[src/rtl/instr_fetch_unit.sv]
`default_nettype none
// ============================================================================
// Module   : instr_fetch_unit
// Brief    : KGP-RISC fetch stage: PC, imem req/ack, one-entry skid, redirect.
// Revision : 1.0
// ============================================================================
module instr_fetch_unit #(
   parameter logic [31:0] RESET_PC = 32'h0000_0000
) (
   input  logic        clk,
   input  logic        rst,
   input  logic        redirect_valid,
   input  logic [31:0] redirect_pc,
   input  logic        stall,
   output logic        imem_req,
   output logic [31:0] imem_addr,
   input  logic        imem_ack,
   input  logic [31:0] imem_rdata,
   output logic [31:0] pc,
   output logic [31:0] instruction_format,
   output logic        instr_valid
);

   typedef enum logic [1:0] {
      IDLE  = 2'd0,
      RUN   = 2'd1,
      FULL  = 2'd2,
      FLUSH = 2'd3
   } state_t;

   state_t      state, state_n;
   logic [31:0] fetch_pc, fetch_pc_n;
   logic [31:0] pc_n, instr_n;
   logic        valid_n;
   logic [31:0] skid_pc, skid_pc_n, skid_word, skid_word_n;
   logic [31:0] pending_pc, pending_pc_n;
   logic [31:0] target;
   logic        ack;
   logic        slot_free;

   assign target    = {redirect_pc[31:2], 2'b00};
   assign imem_req  = (state == RUN) || (state == FLUSH);
   assign imem_addr = fetch_pc;
   assign ack       = imem_req && imem_ack;
   assign slot_free = !instr_valid || !stall;

   always_comb begin
      state_n      = state;
      fetch_pc_n   = fetch_pc;
      pc_n         = pc;
      instr_n      = instruction_format;
      valid_n      = instr_valid;
      skid_pc_n    = skid_pc;
      skid_word_n  = skid_word;
      pending_pc_n = pending_pc;

      case (state)
         IDLE: begin
            state_n = RUN;
            if (redirect_valid) begin
               fetch_pc_n = target;
            end
         end
         RUN: begin
            if (redirect_valid) begin
               valid_n     = 1'b0;
               skid_pc_n   = 32'd0;
               skid_word_n = 32'd0;
               if (ack) begin
                  fetch_pc_n = target;
               end else begin
                  // Old request still in flight: address must stay put until ack.
                  pending_pc_n = target;
                  state_n      = FLUSH;
               end
            end else if (ack) begin
               fetch_pc_n = fetch_pc + 32'd4;
               if (slot_free) begin
                  pc_n    = fetch_pc;
                  instr_n = imem_rdata;
                  valid_n = 1'b1;
               end else begin
                  skid_pc_n   = fetch_pc;
                  skid_word_n = imem_rdata;
                  state_n     = FULL;
               end
            end else if (slot_free) begin
               valid_n = 1'b0;
            end
         end
         FULL: begin
            if (redirect_valid) begin
               valid_n     = 1'b0;
               skid_pc_n   = 32'd0;
               skid_word_n = 32'd0;
               fetch_pc_n  = target;
               state_n     = RUN;
            end else if (!stall) begin
               pc_n    = skid_pc;
               instr_n = skid_word;
               valid_n = 1'b1;
               state_n = RUN;
            end
         end
         FLUSH: begin
            valid_n = 1'b0;
            if (ack) begin
               fetch_pc_n = redirect_valid ? target : pending_pc;
               state_n    = RUN;
            end else if (redirect_valid) begin
               pending_pc_n = target;
            end
         end
         default: begin
            state_n = IDLE;
         end
      endcase
   end

   always_ff @(posedge clk) begin
      if (rst) begin
         state              <= IDLE;
         fetch_pc           <= RESET_PC;
         pc                 <= 32'd0;
         instruction_format <= 32'd0;
         instr_valid        <= 1'b0;
         skid_pc            <= 32'd0;
         skid_word          <= 32'd0;
         pending_pc         <= 32'd0;
      end else begin
         state              <= state_n;
         fetch_pc           <= fetch_pc_n;
         pc                 <= pc_n;
         instruction_format <= instr_n;
         instr_valid        <= valid_n;
         skid_pc            <= skid_pc_n;
         skid_word          <= skid_word_n;
         pending_pc         <= pending_pc_n;
      end
   end

endmodule
`default_nettype wire
[config.mk]
export PLATFORM = sky130hd
export DESIGN_NAME = instr_fetch_unit
export DESIGN_NICKNAME = d
export VERILOG_FILES = /design/src/rtl/instr_fetch_unit.sv
export SDC_FILE = /design/constraint.sdc
export NUM_CORES = 1
export LEC_CHECK = 0
export ABC_AREA = 1
export BUFFER_PORTS_ARGS = -buffer_cell sky130_fd_sc_hd__buf_2
export CAP_MARGIN = 20
export CORE_MARGIN = 4
export CORE_UTILIZATION = 40
export CTS_BUF_LIST = sky130_fd_sc_hd__clkbuf_4 sky130_fd_sc_hd__clkbuf_8
export DETAILED_ROUTE_END_ITERATION = 16
export GPL_TIMING_DRIVEN = 0
export RECOVER_POWER = 100
export SLEW_MARGIN = 20
export SYNTH_ARGS = -nofsm -noshare
export SYNTH_HDL_FRONTEND = slang
export SYNTH_SLANG_ARGS = --single-unit
export TNS_END_PERCENT = 30
[constraint.sdc]
create_clock -name clk -period 1.8 [get_ports clk]
set_input_delay 0.18 -clock clk [delete_from_list [all_inputs] [get_ports clk]]
set_output_delay 0.18 -clock clk [all_outputs]
set_load 0.005 [all_outputs]
; Word-level counts from Yosys, hierarchy flattened
; Index checks and enable logic that the tools add are counted.
; W data, S select, Z words.
[totals]
register_bits = 195
word_cells = 91
[op_classes]
n_addsub = 1
n_eq_ne = 19
muxes = 47
n_reduce_logical = 16
[ops]
columns = operator, n
row1 = $mux W32, 26
row2 = $pmux W32 S2, 5
row3 = $pmux W32 S3, 1
row4 = $add A32 B3 Y32 const B, 1
row5 = $ne A2 B2 Y1 const B, 10
row6 = $ne A3 B3 Y1 const B, 5
row7 = $mux W2, 7
row8 = $pmux W2 S4, 1
row9 = $reduce_and A4 Y1, 2
row10 = $mux W1, 6
row11 = $reduce_and A3 Y1, 2
row12 = $reduce_and A6 Y1, 1
row13 = $reduce_and A5 Y1, 1
row14 = $eq A2 B2 Y1 const B, 2
row15 = $reduce_bool A2 Y1, 2
row16 = $pmux W1 S3, 1
row17 = $reduce_bool A3 Y1, 1
row18 = $eq A2 B1 Y1 const B, 1
row19 = $logic_not A1 Y1, 2
row20 = $logic_not A2 Y1, 1
row21 = $logic_or A1 B1 Y1, 2
row22 = $ne A2 B1 Y1 const B, 1
row23 = $reduce_or A2 Y1, 1
row24 = $logic_and A1 B1 Y1, 1

; Logic depth before layout (Yosys ltp)
[logic_depth]
word_depth = 6
ltp_mapped = 11
mapped_depth_nobuf = 11

; Worst setup path after synthesis
; Ideal clock, no wire load.
[synth_path]
path_kind = reg2reg
from = register fetch_pc[2], in the netlist imem_addr[2]
to = register fetch_pc[14], in the netlist imem_addr[14]
arrival_ns = 1.398
setup_slack_ns = 0.333
stages_incl_launch_ff = 9
n_path_buf = 0
cell_sequence = dfxtp_1 ha_1 nand2_1 nor2_1 nand2_2 nor2_2 xor2_1 nand2_1 a21oi_1
[synth_via]
elab_chain_len = 4
[synth_lines]
columns = element, line_no
row1 = "start, declared", 32  ; logic [31:0] fetch_pc, fetch_pc_n;
row2 = "start signal, assigned", 132  ; fetch_pc <= fetch_pc_n;
row3 = $add A32 B3 Y32, 77  ; fetch_pc_n = fetch_pc + 32'd4;
row4 = $mux W32, 76  ; end else if (ack) begin
row5 = $mux W32, 65  ; if (redirect_valid) begin
row6 = $pmux W32 S3, 57  ; case (state)
; Every way passes these cells. The select of a mux whose other input is x is not followed.
; A chain may end at the register's enable or synchronous reset.

; Worst setup path after layout
[layout_path]
from = register state[1]
to = register pc[10]
[layout_via]
elab_chain_len = 5
[layout_lines]
columns = element, line_no
row1 = "start, declared", 31  ; state_t state, state_n;
row2 = "start signal, assigned", 131  ; state <= state_n;
row3 = $eq A2 B1 Y1 or $eq A2 B2 Y1 (tied branches), "42, 57"
row4 = $logic_or A1 B1 Y1, 42  ; assign imem_req = (state == RUN) || (state == FLUSH);
row5 = $logic_and A1 B1 Y1, 44  ; assign ack = imem_req && imem_ack;
row6 = $ne A2 B2 Y1 (no line), n/a
row7 = $reduce_and A6 Y1 (no line), n/a
row8 = "end signal, assigned", 133  ; pc <= pc_n;
row9 = "end, declared", 19  ; output logic [31:0] pc,
; Several ways; a longest one is shown, not always the timed one.

==> key figures <==
Setup path
  – Critical path class: reg -> reg
  – Crit end category: flip-flop
  – Critical Path Source Type: flip-flop
  – Worst path required time: 2.21 ns
  – Slowest CP cell: clkbuf_1
  – Critical Path AT: 2.24 ns
  – Slowest cell delay on critical path: 0.54 ns
  – CP Cell Sequence: buf_4 > buf_2 > clkbuf_1 > nand3_1 > a31oi_1
  – Worst Path Max Fanout: 10

Synthesis
  – Yosys reg bits: 195
  – Sequential-to-total area share from yosys stat: 0.394
  – Library cells used by synthesis: 40
  – Ys async rst share: 0
  – Synth Area per Inst: 7.26 um^2
  – Cells after synthesis: 1366
  – Post-synth EDFFs: 0
  – Synth Warn #: 0
  – Synth Cell Area: 9910 um^2
  – Prevailing post-synth register cell: dfxtp_1
  – Synth Net Count: 1436

Timing
  – Tightest Pin Transition: 0.902 ns
  – Max-slew violations: 0
  – Tmin final: 1.83 ns
  – Final Hold Viols: 0
  – Worst Skew: 0.0188 ns
  – RSZ-0062 raised after global routing: yes
  – Final setup violation count: 1
  – Fmax: 547 MHz
  – Final setup TNS: -0.0293 ns
  – Tcrit/Tclk final: 1.02
  – Max-slew headroom: 0.399
  – Setup slack after layout: -0.0293 ns

Pwr
  – P per Cell Area: 933 nW/um^2
  – Seq pwr share: 0.471
  – Switch share: 0.375
  – Share of total power in combinational logic: 0.263
  – Int Pwr: 0.00691 W
  – Clk pwr share: 0.266
  – Peak supply drop: 0.437 mV
  – Standby leakage power: 4.51 nW
  – Sw power: 0.00415 W

GRT
  – Vias in the first global route: 10000
  – Met3 global-route usage: 0.0387
  – M1 GR Usage: 0.341
  – Gr usage total: 0.255
  – Largest net degree at the start of global routing: 21
  – Global route total overflow: 0
  – Gr busiest metal: met2
  – Antenna violations before repair: 1
  – Global-route wire length before repair: 54.7 mm
  – Met2 global-route usage: 0.421

Final layout
  – Share of layout cells above drive strength 1: 0.175
  – Fin util: 0.487
  – Fin nets: 1654
  – Area Growth Syn to Fin: 19.5%

Floorplan
  – Initial core utilization: 0.408
  – Ports: 167
  – Die height: 165 um
  – Row cnt: 57
  – Placeable core area: 24300 um^2
  – Die area: 27400 um^2
  – Die width: 165 um

Clocking
  – CTS tree: done
  – Clk_lat worst skew: 0.49 ns
  – Clk slew on worst S/H paths: 0.12 ns
  – Total CTS buffers: 17
  – CTS Buffer Depth: 2
  – Root Buffer: clkbuf_8
  – CTS HTree Levels: 4
  – Number of clock sinks: 195

Placed design
  – I/O Buffers: 163
  – RePlAce Congestion: 0.901
  – Post-DP HPWL: 25.9 mm

Detailed routing
  – 1st-pass router iterations: 6
  – DR DRC count: 0
  – Post-DR vias/cell: 5.50
  – Routed wire per std cell: 18.6 um
  – DRT Wirelength: 35.8 mm
  – Via count: 10600
  – DR iter-0 viols: 871
  – ANT nets after route: 0

Run
  – Max_cap viols: 0

Run status
  – Failing checks: setup timing
  – Outcome: complete, but fails checks

Hold path
  – Hold Crit Class: in -> reg
synthesized netlist by cell type (all sizes together), types with 2 or more instances:
| master | n | area, um^2 |
|---|---|---|
| nand2 | 267 | 1030 |
| dfxtp | 195 | 3900 |
| a21oi | 157 | 786 |
| o21ai | 145 | 733 |
| a31oi | 110 | 688 |
| inv | 109 | 412 |
| nand3 | 107 | 548 |
| buf | 64 | 425 |
| clkbuf | 59 | 223 |
| nor2 | 45 | 204 |
| a211oi | 42 | 495 |
| nand4 | 29 | 181 |
| nor3 | 9 | 55.1 |
| a221oi | 7 | 61.3 |
| xor2 | 5 | 43.8 |
| nand3b | 3 | 22.5 |
| o211ai | 3 | 22.5 |
| a311oi | 2 | 17.5 |
| a41oi | 2 | 17.5 |
through the flow:
stage               instance area, um^2  setup WS [ns]  instances  hold slack [ns]  total power (W)
finish                            11900        -0.0293       1922           0.0134           0.0111
global route                      11900        -0.0600       1922           0.0140           0.0116
CTS                               11900        0.00218       1920          0.00518           0.0111
detailed placement                11100         -0.323       1853            0.442          0.00818
global placement                  11100         -0.316       1853            0.444          0.00813
floorplan                          9910          0.333       1366            0.341          0.00706
cells by family (layout without fill, tap and decap cells):
group | count (synthesis) | count (layout) | share of synthesized area
AO/OA/AOI/OAI | 470 | 470 | 0.286
XOR/XNOR | 6 | 6 | 0.00530
adder cells (fa/ha/maj) | 1 | 1 | 0.00126
buffers and inverters | 232 | 463 | 0.107
flip-flops | 195 | 195 | 0.394
other | 0 | 1 | 0
AND/OR/NAND/NOR | 462 | 462 | 0.207
worst paths after layout:
kind | slack [ns] | to | from | cells after the start
setup reg to reg | -0.03 | pc[10] | state[1] | 5
hold / removal | 0.01 | pending_pc[2] | redirect_pc[2] | 3
setup / recovery | -0.03 | pc[10] | state[1] | 5
hold reg to reg | 0.46 | skid_word[19] | skid_word[19] | 2
power by group through the flow:
stage | registers (W) | logic [W] | clock network (W)
global placement | 0.00527 | 0.00286 | 0
finish | 0.00521 | 0.00291 | 0.00294
global route | 0.00526 | 0.00322 | 0.00314
CTS | 0.00519 | 0.00297 | 0.00297
detailed placement | 0.00528 | 0.00289 | 0
floorplan | 0.00518 | 0.00188 | 0
layout by cell type (no fill, tap or decap), types with 3 or more instances in the layout:
cell | Yosys | final
nor2_4 | 3 | 7
buf_2 | 37 | 126
a211oi_1 | 6 | 21
nor2_1 | 37 | 31
nor3_1 | 7 | 6
inv_2 | 7 | 5
dfxtp_2 | 0 | 3
a21oi_1 | 157 | 156
nand3_1 | 106 | 106
buf_6 | 14 | 11
xor2_1 | 5 | 5
o211ai_1 | 3 | 3
nand4_1 | 29 | 29
clkbuf_4 | 0 | 6
dfxtp_1 | 195 | 190
a211oi_2 | 36 | 21
clkbuf_2 | 1 | 25
a31oi_1 | 110 | 110
dlygate4sd3_1 | 0 | 35
nand3b_1 | 3 | 3
inv_1 | 101 | 102
o21ai_1 | 59 | 58
nand2_1 | 261 | 258
a221oi_1 | 7 | 6
nor3_2 | 2 | 3
clkbuf_1 | 58 | 104
clkbuf_8 | 0 | 17
clkinv_8 | 0 | 5
inv_6 | 0 | 3
nor2_2 | 5 | 7
buf_4 | 9 | 15
o21ai_0 | 84 | 85
clkinv_4 | 0 | 3
nand2_2 | 4 | 7
worst max-delay path, delay by kind of cell, from the launching register on:
kind,cells,cell delay (ns)
simple gates,1,0.24
buf+inv,3,0.98
compound gates,1,0.21
flops,1,0.34
routing by layer:
metal | wire, um | up-vias | share of wire
met2 | 16600 | 392 | 0.46
li1 | - | 5212 | -
met5 | 0 | - | 0
met4 | 833 | 0 | 0.023
met1 | 15800 | 4901 | 0.44
met3 | 2530 | 59 | 0.071
sequential cells by signal, summed over array words and instances, names as in the netlist:
signal              cells
imem_addr              32
instruction_format     32
pc                     32
pending_pc             32
skid_pc                32
skid_word              32
state                   2
instr_valid             1
repair_timing:
action | 4_1_cts | 5_1_grt
buffers inserted | 0 | 2
pin swaps | 0 | 3
hold buffers | 35 | 0
endpoints found under the hold margin | 40 | 0
endpoints found under the setup margin | 23 | 115
resized for setup | 10 | 58
cell type report:
| type | instances | area, um^2 |
|---|---|---|
| tap | 324 | 405 |
| buffer | 122 | 668 |
| timing repair buffer | 200 | 1110 |
| antenna | 1 | 2.50 |
| clock buffer | 18 | 241 |
| sequential | 195 | 3920 |
| inverter | 109 | 414 |
| clock inverter | 14 | 164 |
| fill | 2539 | 12500 |
| multi-input combinational | 939 | 4930 |
Power figures use the tool's default switching activity.
